**src/rtl/spi_reg_pkg.sv**
```systemverilog
// Shared encodings for the SPI register bank: FSM states, command bit positions,
// and the filler byte returned when no read data is pending.
package spi_reg_pkg;

    typedef enum logic [1:0] {
        ST_IDLE  = 2'd0,
        ST_WRITE = 2'd1,
        ST_READ  = 2'd2
    } state_t;

    localparam int         CMD_W_BIT    = 7;
    localparam int         CMD_INC_BIT  = 6;
    localparam logic [7:0] TX_IDLE_BYTE = 8'h00;

endpackage

```
**src/rtl/spi_reg_bank_if.sv**
```systemverilog
// Byte handshake between the SPI slave byte engine (master side) and the
// register bank (slave side).
interface spi_reg_bank_if;

    logic [7:0] rx_byte;
    logic       rx_valid;
    logic [7:0] tx_byte;
    logic       tx_taken;

    modport master (
        output rx_byte,
        output rx_valid,
        output tx_taken,
        input  tx_byte
    );

    modport slave (
        input  rx_byte,
        input  rx_valid,
        input  tx_taken,
        output tx_byte
    );

endinterface

```
**src/rtl/sync_2ff.sv**
```systemverilog
// Two-flop synchroniser for a single asynchronous level, with a selectable
// value loaded on synchronous reset.
module sync_2ff #(
    parameter logic RST_VAL = 1'b1
) (
    input  logic clk,
    input  logic rst,
    input  logic d,
    output logic q
);

    logic meta;

    always_ff @(posedge clk) begin
        if (rst) begin
            meta <= RST_VAL;
            q    <= RST_VAL;
        end else begin
            meta <= d;
            q    <= meta;
        end
    end

endmodule

```
**src/rtl/spi_reg_bank.sv**
```systemverilog
// Command decoder and register file behind the SPI slave byte engine.
// Frames are delimited by the re-synchronised chip select.
//
// state    | meaning
// ---------+-----------------------------------------------------------
// ST_IDLE  | no command yet in this frame; next rx byte is a command
// ST_WRITE | each rx byte is written to reg[ptr], ptr optionally advances
// ST_READ  | each tx_taken loads rd(ptr) into tx_byte, ptr optionally advances
module spi_reg_bank
    import spi_reg_pkg::*;
#(
    parameter int ADDR_W      = 4,
    parameter int STATUS_ADDR = 2**ADDR_W - 1
) (
    input  logic                       clk,
    input  logic                       rst,
    input  logic                       cs_n,
    spi_reg_bank_if.slave              bus,
    input  logic [7:0]                 status_in,
    output logic [(2**ADDR_W)*8-1:0]   regs_q,
    output logic                       wr_strobe,
    output logic [ADDR_W-1:0]          wr_addr,
    output logic [7:0]                 wr_data,
    output logic                       proto_err
);

    localparam int                NUM_REGS = 2**ADDR_W;
    localparam logic [ADDR_W-1:0] STATUS_A = ADDR_W'(STATUS_ADDR);

    logic              cs_s;
    state_t            state;
    logic [ADDR_W-1:0] ptr;
    logic              inc;
    logic [7:0]        tx_q;
    logic [7:0]        mem [NUM_REGS];

    logic              cmd_w;
    logic              cmd_inc;
    logic              cmd_bad;
    logic [ADDR_W-1:0] cmd_addr;

    sync_2ff #(.RST_VAL(1'b1)) u_cs_sync (
        .clk (clk),
        .rst (rst),
        .d   (cs_n),
        .q   (cs_s)
    );

    assign cmd_w    = bus.rx_byte[CMD_W_BIT];
    assign cmd_inc  = bus.rx_byte[CMD_INC_BIT];
    assign cmd_addr = bus.rx_byte[ADDR_W-1:0];
    // Reserved bits between the address field and INC must be zero.
    assign cmd_bad  = (bus.rx_byte[5:0] >> ADDR_W) != 6'd0;

    assign bus.tx_byte = tx_q;

    function automatic logic [7:0] rd(input logic [ADDR_W-1:0] a);
        return (a == STATUS_A) ? status_in : mem[a];
    endfunction

    always_ff @(posedge clk) begin
        if (rst) begin
            state     <= ST_IDLE;
            ptr       <= '0;
            inc       <= 1'b0;
            tx_q      <= TX_IDLE_BYTE;
            wr_strobe <= 1'b0;
            wr_addr   <= '0;
            wr_data   <= '0;
            proto_err <= 1'b0;
            for (int i = 0; i < NUM_REGS; i++) mem[i] <= '0;
        end else begin
            wr_strobe <= 1'b0;
            if (cs_s) begin
                state <= ST_IDLE;
                ptr   <= '0;
            end else begin
                case (state)
                    ST_IDLE: begin
                        if (bus.rx_valid) begin
                            inc <= cmd_inc;
                            if (cmd_bad) proto_err <= 1'b1;
                            if (cmd_w) begin
                                state <= ST_WRITE;
                                ptr   <= cmd_addr;
                            end else begin
                                state <= ST_READ;
                                tx_q  <= rd(cmd_addr);
                                ptr   <= cmd_addr + ADDR_W'(cmd_inc);
                            end
                        end
                    end
                    ST_WRITE: begin
                        if (bus.rx_valid) begin
                            if (ptr != STATUS_A) mem[ptr] <= bus.rx_byte;
                            wr_strobe <= 1'b1;
                            wr_addr   <= ptr;
                            wr_data   <= bus.rx_byte;
                            ptr       <= ptr + ADDR_W'(inc);
                        end
                        if (bus.tx_taken) tx_q <= TX_IDLE_BYTE;
                    end
                    ST_READ: begin
                        // Incoming bytes during a read are dummies clocked in by the master.
                        if (bus.tx_taken) begin
                            tx_q <= rd(ptr);
                            ptr  <= ptr + ADDR_W'(inc);
                        end
                    end
                    default: begin
                        state <= ST_IDLE;
                        ptr   <= '0;
                    end
                endcase
            end
        end
    end

    for (genvar i = 0; i < NUM_REGS; i++) begin : g_regs_q
        if (i == STATUS_ADDR) begin : g_status
            assign regs_q[i*8 +: 8] = 8'h00;
        end else begin : g_reg
            assign regs_q[i*8 +: 8] = mem[i];
        end
    end

endmodule

```
**src/flat_wrapper.sv**
```systemverilog
// flat-port wrapper written by rule: the top's interface ports become plain ports
module spi_reg_bank_flat import spi_reg_pkg::*;
#(
    parameter int ADDR_W      = 4,
    parameter int STATUS_ADDR = 2**ADDR_W - 1
)
  (clk, rst, cs_n, status_in, regs_q, wr_strobe, wr_addr, wr_data, proto_err, bus_rx_byte, bus_rx_valid, bus_tx_taken, bus_tx_byte);
  spi_reg_bank_if bus_i ();
  input  logic clk;
  input  logic rst;
  input  logic cs_n;
  input  logic [7:0] status_in;
  output logic [(2**ADDR_W)*8-1:0] regs_q;
  output logic wr_strobe;
  output logic [ADDR_W-1:0] wr_addr;
  output logic [7:0] wr_data;
  output logic proto_err;
  input wire logic [$bits(bus_i.rx_byte)-1:0] bus_rx_byte;
  input wire logic [$bits(bus_i.rx_valid)-1:0] bus_rx_valid;
  input wire logic [$bits(bus_i.tx_taken)-1:0] bus_tx_taken;
  output wire logic [$bits(bus_i.tx_byte)-1:0] bus_tx_byte;
  assign bus_i.rx_byte = bus_rx_byte;
  assign bus_i.rx_valid = bus_rx_valid;
  assign bus_i.tx_taken = bus_tx_taken;
  assign bus_tx_byte = bus_i.tx_byte;
  spi_reg_bank #(.ADDR_W(ADDR_W), .STATUS_ADDR(STATUS_ADDR)) u_core (.clk(clk), .rst(rst), .cs_n(cs_n), .bus(bus_i), .status_in(status_in), .regs_q(regs_q), .wr_strobe(wr_strobe), .wr_addr(wr_addr), .wr_data(wr_data), .proto_err(proto_err));
endmodule
```
**config.mk**
```make
export PLATFORM = sky130hd
export DESIGN_NAME = spi_reg_bank_flat
export DESIGN_NICKNAME = d
export VERILOG_FILES = /design/src/rtl/spi_reg_pkg.sv /design/src/rtl/spi_reg_bank_if.sv /design/src/rtl/sync_2ff.sv /design/src/rtl/spi_reg_bank.sv /design/src/flat_wrapper.sv
export SDC_FILE = /design/constraint.sdc
export NUM_CORES = 1
export LEC_CHECK = 0
export BUFFER_PORTS_ARGS = -buffer_cell sky130_fd_sc_hd__buf_2
export CORE_UTILIZATION = 45
export CTS_CLUSTER_DIAMETER = 200
export DETAILED_ROUTE_END_ITERATION = 7
export GPL_TIMING_DRIVEN = 0
export HOLD_SLACK_MARGIN = 0.03
export PLACE_DENSITY = 0.67
export SYNTH_ARGS = -nofsm -noshare
export SYNTH_HDL_FRONTEND = slang
export SYNTH_HIERARCHICAL = 1
export SYNTH_SLANG_ARGS = --single-unit
```
**constraint.sdc**
```tcl
create_clock -name clk -period 4.6 [get_ports clk]
set_input_delay 0.46 -clock clk [delete_from_list [all_inputs] [get_ports clk]]
set_output_delay 0.46 -clock clk [all_outputs]
set_load 0.01 [all_outputs]
```
### Yosys cells after proc, flatten, opt, wreduce, memory -nomap -nowiden

Memory sizes are Yosys's and may differ from the RTL's. A register that Yosys moved wholly into a read port is not among the register bits.
Index checks and enable logic that the tools add are counted.

| word-level totals | value |
|---|---|
| flip-flop bits (word level) | 31 |
| memories | 1 |
| word-level logic and storage cells | 68 |
| RAM bits | 128 |

| operators by class | value |
|---|---|
| add/sub/neg operators | 2 |
| mux-type cells | 29 |
| bitwise operators | 3 |
| reductions and logical operators | 13 |
| equality and inequality tests | 10 |

Memory list:

| memory | words | width | read ports | clocked after memory_dff | write ports | RTL line | RTL |
|---|---|---|---|---|---|---|---|
| u_core.mem | 16 | 8 | 17 | 1 | 16 | spi_reg_bank.sv:35 | `logic [7:0] mem [NUM_REGS];` |

Operator list:

| operator | count |
|---|---|
| 8-bit 2-to-1 mux | 7 |
| 4-bit 2-to-1 mux | 7 |
| 8-bit case mux with 3 select lines | 1 |
| 4-bit case mux with 3 select lines | 1 |
| 1-bit 2-to-1 mux | 10 |
| 2-bit inequality test (second input constant) | 5 |
| 3-bit AND reduction | 3 |
| 4-bit by 1-bit adder with 4-bit output | 2 |
| 4-bit equality test (second input constant) | 2 |
| 8-bit OR reduction | 1 |
| 6-bit AND reduction | 1 |
| 6-bit nonzero test | 1 |
| 2-bit 2-to-1 mux | 2 |
| 4-bit inequality test (second input constant) | 1 |
| 2-bit case mux with 2 select lines | 1 |
| 4-bit AND reduction | 1 |
| 2-bit OR reduction | 2 |
| 1-bit NOT | 3 |
| 3-bit nonzero test | 1 |
| 3-bit OR reduction | 1 |
| 2-bit by 1-bit equality test with 1-bit output (second input constant) | 1 |
| 2-bit equality test (second input constant) | 1 |
| 2-bit logical NOT | 1 |
| 2-bit AND reduction | 1 |

### Depth between registers and ports, before layout

Gate-level depths: netlist of the first run.

| logic depth | value |
|---|---|
| word-level depth | 9 |
| gate-level depth with buffers | 8 |
| gate-level depth less buffers | 7 |

### By module

Netlist of the first run, hierarchy kept.

By module, submodules not included:

| module | seq. area each (um^2) | instances | area an instance (um^2) | cells an instance |
|---|---|---|---|---|
| spi_reg_bank | 4504.3 | 1 | 8662.1 | 702 |
| sync_2ff | 40.0 | 1 | 52.6 | 4 |

### Worst setup path after synthesis of the first run

No wires, ideal clock.

| timing path | value |
|---|---|
| path kind | reg2reg |
| start | register u_core.state[1] |
| end | memory u_core.mem[0][0], enable pin |
| arrival | 1.733 ns |
| stages on the path, launching flop included | 7 |
| clock period less this slack | 2.062 ns |
| buffers on the path | 0 |
| setup time | 0.329 ns |
| path slack | 2.538 ns |
| data required time | 4.271 ns |
| cells stage by stage | dfxtp_1 inv_1 ha_1 nand3b_1 or4_1 nor3_2 or2_1 |

RTL lines:

| what | RTL line | RTL |
|---|---|---|
| start, declared | spi_reg_bank.sv:31 | `state_t state;` |
| start signal, assigned | spi_reg_bank.sv:63 | `state <= ST_IDLE;` |
| start signal, assigned | spi_reg_bank.sv:75 | `state <= ST_IDLE;` |
| start signal, assigned | spi_reg_bank.sv:84 | `state <= ST_WRITE;` |
| end, declared | spi_reg_bank.sv:35 |  |

==> results.tsv, run 1 <==
metric	value	unit
metal3 WL	4080	um
Cells after Synth	706	
WL met2	13800	um
WL met1	11600	um
Crit path max-delay family	simple AND/OR/NAND/NOR gates	
max_cap viols	0	
clock sinks	163	
CTS resizes	0	
crit path capture type	register	
Final Max Tran Viols	0	
DIE AREA	19900	um^2
leakage	4.22	nW
CTS tree	yes	
P&R area growth vs syn	19.8	%
Hold Slack	0.236	ns
Antenna Cells	0	
DP Wirelength	23100	um
clock-pin transition on the worst setup and hold timing paths	0.07	ns
Pwr per Cell Area	319	nW/um^2
largest cells by area after synthesis	edfxtp_1 44%, mux4_2 13%, and2_1 9.0%	
Synth Register Bits	163	
clock share of power	40.3	%
Synth top area share	44.1	%
part of the power in registers	50.3	%
Crit Reg-Reg Endpoint	u_core/mem[0][4]	
min Tclk post-route	3.03	ns
class of the worst hold path	input port to register	
Hold Path Origin	cs_n	
post-synthesis instance area	8710	um^2
Worst Hold Depth	2	
antenna viol nets, final	0	
Reg2Reg Setup Slack	1.57	ns
Yosys top cell by area	edfxtp_1	
Slew Limit Headroom	41.7	%
vias per cell	5.97	
die width	141	um
worst path arrival time	3.10	ns
reg2reg start	u_core/state[0]	
critical path, cell by cell	ha_1 > nand3b_1 > or4_1 > nor3_2 > or2_1	
slowest stage delay, CP	0.68	ns
placed cells	1141	
Yosys Warn Count	6	
H-tree levels	4	
Crit path required time	4.67	ns
layout cells sized above 1	32.3	%
most used flip-flop cell after synthesis	edfxtp_1	
Clock Tree Buf Depth	2	
nets	929	
first-pass GRT wire length	43500	um
Sw Share	26.3	%
setup TNS	0	ns
total grt overflow	0	
Final Hold Viols	0	
critical-path maximum fanout	9	
Synth cell types	51	
CP max stage cell	or4_1	
Final setup viols	0	
# DRC	0	
Root Buffer	clkbuf_16	
buffers and inverters on the worst path	0	
# Post-CTS Setup Buffers	0	
RePlAce Congestion	1.05	
status	finished clean	
most common cell after layout, fill and taps aside	buf_2	
DR pass1 iterations	8	
area of the multi-input gates	3860	um^2
largest net degree at the start of global routing	17	
net switching power	876	uW
Worst Hold Path EP	u_core/u_cs_sync/meta	
drt wl/cell	26.0	um
Die Ht	141	um
RSZ-0062 raised after global routing	false	
Final Cycle Share	65.8	%
leading cell types in the layout, fill and taps excluded	177 x buf_2, 128 x edfxtp_1, 126 x and2_1	
initial antenna violation count	0	
Port Buffer Count	160	
IO Pins	171	
initial drt markers	948	
CORE AREA	18800	um^2
Non-Filler Instances	1173	
final WL	30400	um
# fillers	1587	
Top Layer Used	met4	
total track usage	31.1	%
post-synthesis async set-or-reset flop share	0	%
register area	4540	um^2
reg2reg path depth	5	
Post-synth EDFFs	128	
Slew @ Worst Pin	0.875	ns
register area share after synthesis	52.1	%
Worst Skew	0.00912	ns
Gate power share	9.3	%
Tot Pwr	3.33	mW
vias in the first global route	6538	
internal power	2.45	mW
hold buffers post-CTS	0	
Setup CP Type	register to register	
syn avg cell area	12.3	um^2
crit path launch type	register	
Max Fclk	330	MHz
Std-Cell Rows	50	
number of CTS-inserted buffers	17	
total number of vias	7007	
Initial Util	46.3	%
Skew-Pair Late Insertion Delay	0.43	ns
peak supply drop	0.271	mV
[per-stage QoR]
stage,instance area (um^2),worst slack [ns],utilization [%]
after floorplan,8770,2.54,-
after detailed placement,9900,1.61,52.6
after global placement,9900,1.69,52.6
after global routing,10400,1.45,55.4
after CTS,10400,1.61,55.4
final,10400,1.57,55.4
[registers in the layout (all words and copies together), names as in the netlist, 2 cells and up, named ones only]
signal and cells:
u_core/wr_addr 4, u_core/bus.tx_byte 8, u_core/state 2, u_core/wr_data 8
u_core/ptr 4, u_core/mem 128
[layer usage]
layer	up-vias	global-route usage (%)
met3	72	9.54
li1	2989	-
met5	-	0
met2	532	46.7
met4	0	12.4
met1	3414	42.2
[cells in the mapped netlist (all sizes together) (4+ instances only)]
| cell | instances |
|---|---|
| a211oi | 5 |
| a21oi | 18 |
| a22oi | 6 |
| a31oi | 4 |
| and2 | 126 |
| buf | 31 |
| clkbuf | 30 |
| dfxtp | 35 |
| edfxtp | 128 |
| ha | 8 |
| inv | 11 |
| mux2 | 8 |
| mux2i | 22 |
| mux4 | 51 |
| nand2 | 56 |
| nand2b | 6 |
| nand3 | 10 |
| nand3b | 8 |
| nand4 | 7 |
| nor2 | 33 |
| nor2b | 7 |
| nor3 | 9 |
| o2111ai | 8 |
| o21ai | 16 |
| o221ai | 8 |
| o22a | 5 |
| or2 | 19 |
[cell families after synthesis]
kind of cell | Yosys count | synth area share [%]
multiplexers | 81 | 16.7
flip-flops | 163 | 52.1
AO/OA/AOI/OAI | 87 | 6.91
buffers and inverters | 72 | 4.25
adder cells (fa/ha/maj) | 8 | 1.15
XOR/XNOR | 3 | 0.302
other | 1 | 0.0430
AND/OR/NAND/NOR | 291 | 18.5
[how the worst max path moves through the flow]
stage | startpoint | end | cells past startpoint
after detailed placement | u_core/state[0] | u_core/mem[0][1] | 5
after global placement | u_core/state[1] | u_core/mem[0][1] | 6
after global routing | u_core/state[1] | u_core/mem[0][1] | 6
after floorplan | u_core/state[1] | u_core/mem[0][0] | 6
final | u_core/state[0] | u_core/mem[0][4] | 5
after CTS | u_core/state[0] | u_core/mem[0][1] | 5
[layout make-up]
cell class	count	share of cell area, %
Sequential cell	163	43.5
Multi-Input combinational cell	486	36.9
Timing Repair Buffer	160	7.67
Clock buffer	17	4.07
Buffer	61	3.15
Tap cell	260	3.12
Clock inverter	15	1.14
Inverter	11	0.395
[worst register-to-register path, stage by stage, from the launching register on]
cell and delay (ns):
dfxtp_1 0.40, ha_1 0.27, nand3b_1 0.20, or4_1 0.68, nor3_2 0.60, or2_1 0.51
[power groups by stage]
stage               combinational [mW]  sequential (mW)  clock, mW
floorplan                        0.163             1.70          0
global placement                 0.301             1.71          0
detailed placement               0.303             1.71          0
CTS                              0.304             1.67       1.35
global route                     0.326             1.68       1.41
finish                           0.311             1.68       1.34
Power figures use the tool's default switching activity.
==> run 2: changes to the inputs <==
--- a/config.mk
+++ b/config.mk
@@ -11,7 +11,7 @@
 export DETAILED_ROUTE_END_ITERATION = 7
 export GPL_TIMING_DRIVEN = 0
 export HOLD_SLACK_MARGIN = 0.03
-export PLACE_DENSITY = 0.67
+export PLACE_DENSITY = 0.7
 export SYNTH_ARGS = -nofsm -noshare
 export SYNTH_HDL_FRONTEND = slang
 export SYNTH_HIERARCHICAL = 1
==> constraint.sdc (replaced) <==
create_clock -name clk -period 2.5 [get_ports clk]
set_input_delay 0.25 -clock clk [delete_from_list [all_inputs] [get_ports clk]]
set_output_delay 0.25 -clock clk [all_outputs]
set_load 0.01 [all_outputs]
==> run 2 against run 1 <==
Effect of this change: maximum frequency up 27%; critical endpoint is now u_core/mem[9][7]; first-iteration DRC count up 7.4%; register-to-register slack worse by 1.5 ns; utilization up 1.2 points; global-route usage up 0.40 points; sequential share of layout area down 0.93 points; hold slack worse by 0.11 ns; non-clock buffer count up 5; highest routed layer unchanged.
==> results.tsv, run 2 (same netlist as run 1, synthesis figures left out) <==
metric	value	unit
status	finished clean	
clock share of power	42.8	%
Clock Tree Buf Depth	2	
Slew Limit Headroom	41.3	%
antenna viol nets, final	0	
Setup CP Type	register to register	
Tot Pwr	6.41	mW
Initial Util	46.3	%
Hold Path Origin	bus_rx_byte[5]	
Largest register FFs	128	
Max Fclk	420	MHz
design area	10700	um^2
total number of vias	7110	
number of CTS-inserted buffers	17	
Worst Skew	0.0202	ns
initial drt markers	1018	
total grt overflow	0	
Port Buffer Count	160	
IO Pins	171	
Top reg by flops	u_core/mem	
die width	141	um
Reg2Reg Setup Slack	0.12	ns
clock sinks	163	
drt wl/cell	25.9	um
P&R area growth vs syn	22.4	%
vias in the first global route	6754	
max_cap viols	0	
CP max stage cell	dfxtp_1	
Final Max Tran Viols	0	
Skew-Pair Late Insertion Delay	0.45	ns
setup TNS	0	ns
Worst Hold Path EP	u_core/wr_data[5]	
critical-path maximum fanout	9	
Die Ht	141	um
RePlAce Congestion	1.04	
worst path arrival time	2.52	ns
# fillers	1604	
net switching power	1.66	mW
placed cells	1141	
H-tree levels	4	
RSZ-0062 raised after global routing	true	
Non-Filler Instances	1179	
Sw Share	25.9	%
reg2reg start	u_core/state[1]	
Final setup viols	0	
crit path capture type	register	
most common cell after layout, fill and taps aside	buf_2	
final WL	30600	um
Slew @ Worst Pin	0.880	ns
Final Cycle Share	95.3	%
leading cell types in the layout, fill and taps excluded	177 x buf_2, 128 x edfxtp_1, 126 x and2_1	
Worst Hold Depth	3	
Final Hold Viols	0	
Std-Cell Rows	50	
Crit Reg-Reg Endpoint	u_core/mem[9][7]	
nets	934	
layout cells sized above 1	35.2	%
slowest stage delay, CP	0.34	ns
part of the power in registers	48.1	%
DIE AREA	19900	um^2
class of the worst hold path	input port to register	
clock-pin transition on the worst setup and hold timing paths	0.07	ns
DP Wirelength	23000	um
Crit path required time	2.64	ns
DR pass1 iterations	5	
total track usage	31.5	%
Gate power share	9.1	%
Root Buffer	clkbuf_16	
peak supply drop	0.493	mV
Cell Area, Placed	9900	um^2
min Tclk post-route	2.38	ns
CORE AREA	18800	um^2
first-pass GRT wire length	43900	um
reg2reg path depth	8	
largest net degree at the start of global routing	18	
CTS tree	yes	
internal power	4.75	mW
crit path launch type	register	
leakage	4.28	nW
Pwr per Cell Area	601	nW/um^2
critical path, cell by cell	inv_1 > ha_1 > nand3b_1 > nor2_2 > nand3b_1 > buf_4 > nor2_2 > or2_4	
vias per cell	6.03	
# DRC	0	
initial antenna violation count	0	
run 2: what timing repair did:
item                                   4_1_cts  5_1_grt
setup buffers                                4        0
gates resized for setup                     18       14
setup endpoints to repair                  112       98
hold buffers                                 1        0
endpoints found under the hold margin        1        0
run 2: area by class of cell:
| type | count | area (um^2) | area share, % |
|---|---|---|---|
| antenna | 1 | 2.50 | 0.0235 |
| timing repair buffer | 165 | 841 | 7.88 |
| clock buffer | 17 | 425 | 3.99 |
| buffer | 61 | 332 | 3.11 |
| sequential | 163 | 4540 | 42.6 |
| inverter | 11 | 41.3 | 0.387 |
| tap | 260 | 325 | 3.05 |
| multi-input combinational | 486 | 3970 | 37.2 |
| clock inverter | 15 | 193 | 1.81 |
run 2: worst max-delay path: cells and delay by family, from the launching register on:
kind / cells / cell delay [ns]
buffers and inverters: 2 / 0.30
flip-flops: 1 / 0.34
AND/OR/NAND/NOR: 5 / 1.22
adder cells (fa/ha/maj): 1 / 0.22
run 2: per-stage QoR:
step / hold slack, ns / worst slack [ns] / util, %
2_1_floorplan: 0.347 / 0.438 / -
3_3_place_gp: 0.394 / -0.358 / 52.6
3_5_place_dp: 0.400 / -0.372 / 52.6
4_1_cts: 0.108 / -0.0181 / 56.4
5_1_grt: 0.114 / -0.0595 / 56.6
6_report: 0.121 / 0.119 / 56.7
run 2: how the worst max path moves through the flow:
stage / slack (ns) / cells after the start / end / start
2_1_floorplan: 0.44 / 6 / u_core/mem[0][0] / u_core/state[1]
6_report: 0.12 / 8 / u_core/mem[9][7] / u_core/state[1]
3_5_place_dp: -0.37 / 6 / u_core/mem[5][5] / u_core/state[0]
4_1_cts: -0.02 / 7 / u_core/mem[9][7] / u_core/state[0]
3_3_place_gp: -0.36 / 7 / u_core/mem[5][5] / u_core/state[1]
5_1_grt: -0.06 / 8 / u_core/mem[1][0] / u_core/state[1]
run 2: per-layer routing:
layer / vias up / GRT usage, % / part of all wire (%)
li1: 2998 / - / -
met1: 3517 / 41.6 / 38
met2: 512 / 47.2 / 45
met3: 83 / 9.78 / 12
met4: 0 / 15.3 / 4.4
met5: - / 0 / 0
run 2: power by group through the flow:
| stage | registers (mW) | clock network [mW] | logic [mW] |
|---|---|---|---|
| final | 3.08 | 2.74 | 0.582 |
| after global routing | 3.09 | 2.87 | 0.609 |
| after detailed placement | 3.14 | 0 | 0.555 |
| after CTS | 3.08 | 2.76 | 0.560 |
| after floorplan | 3.13 | 0 | 0.300 |
| after global placement | 3.14 | 0 | 0.552 |
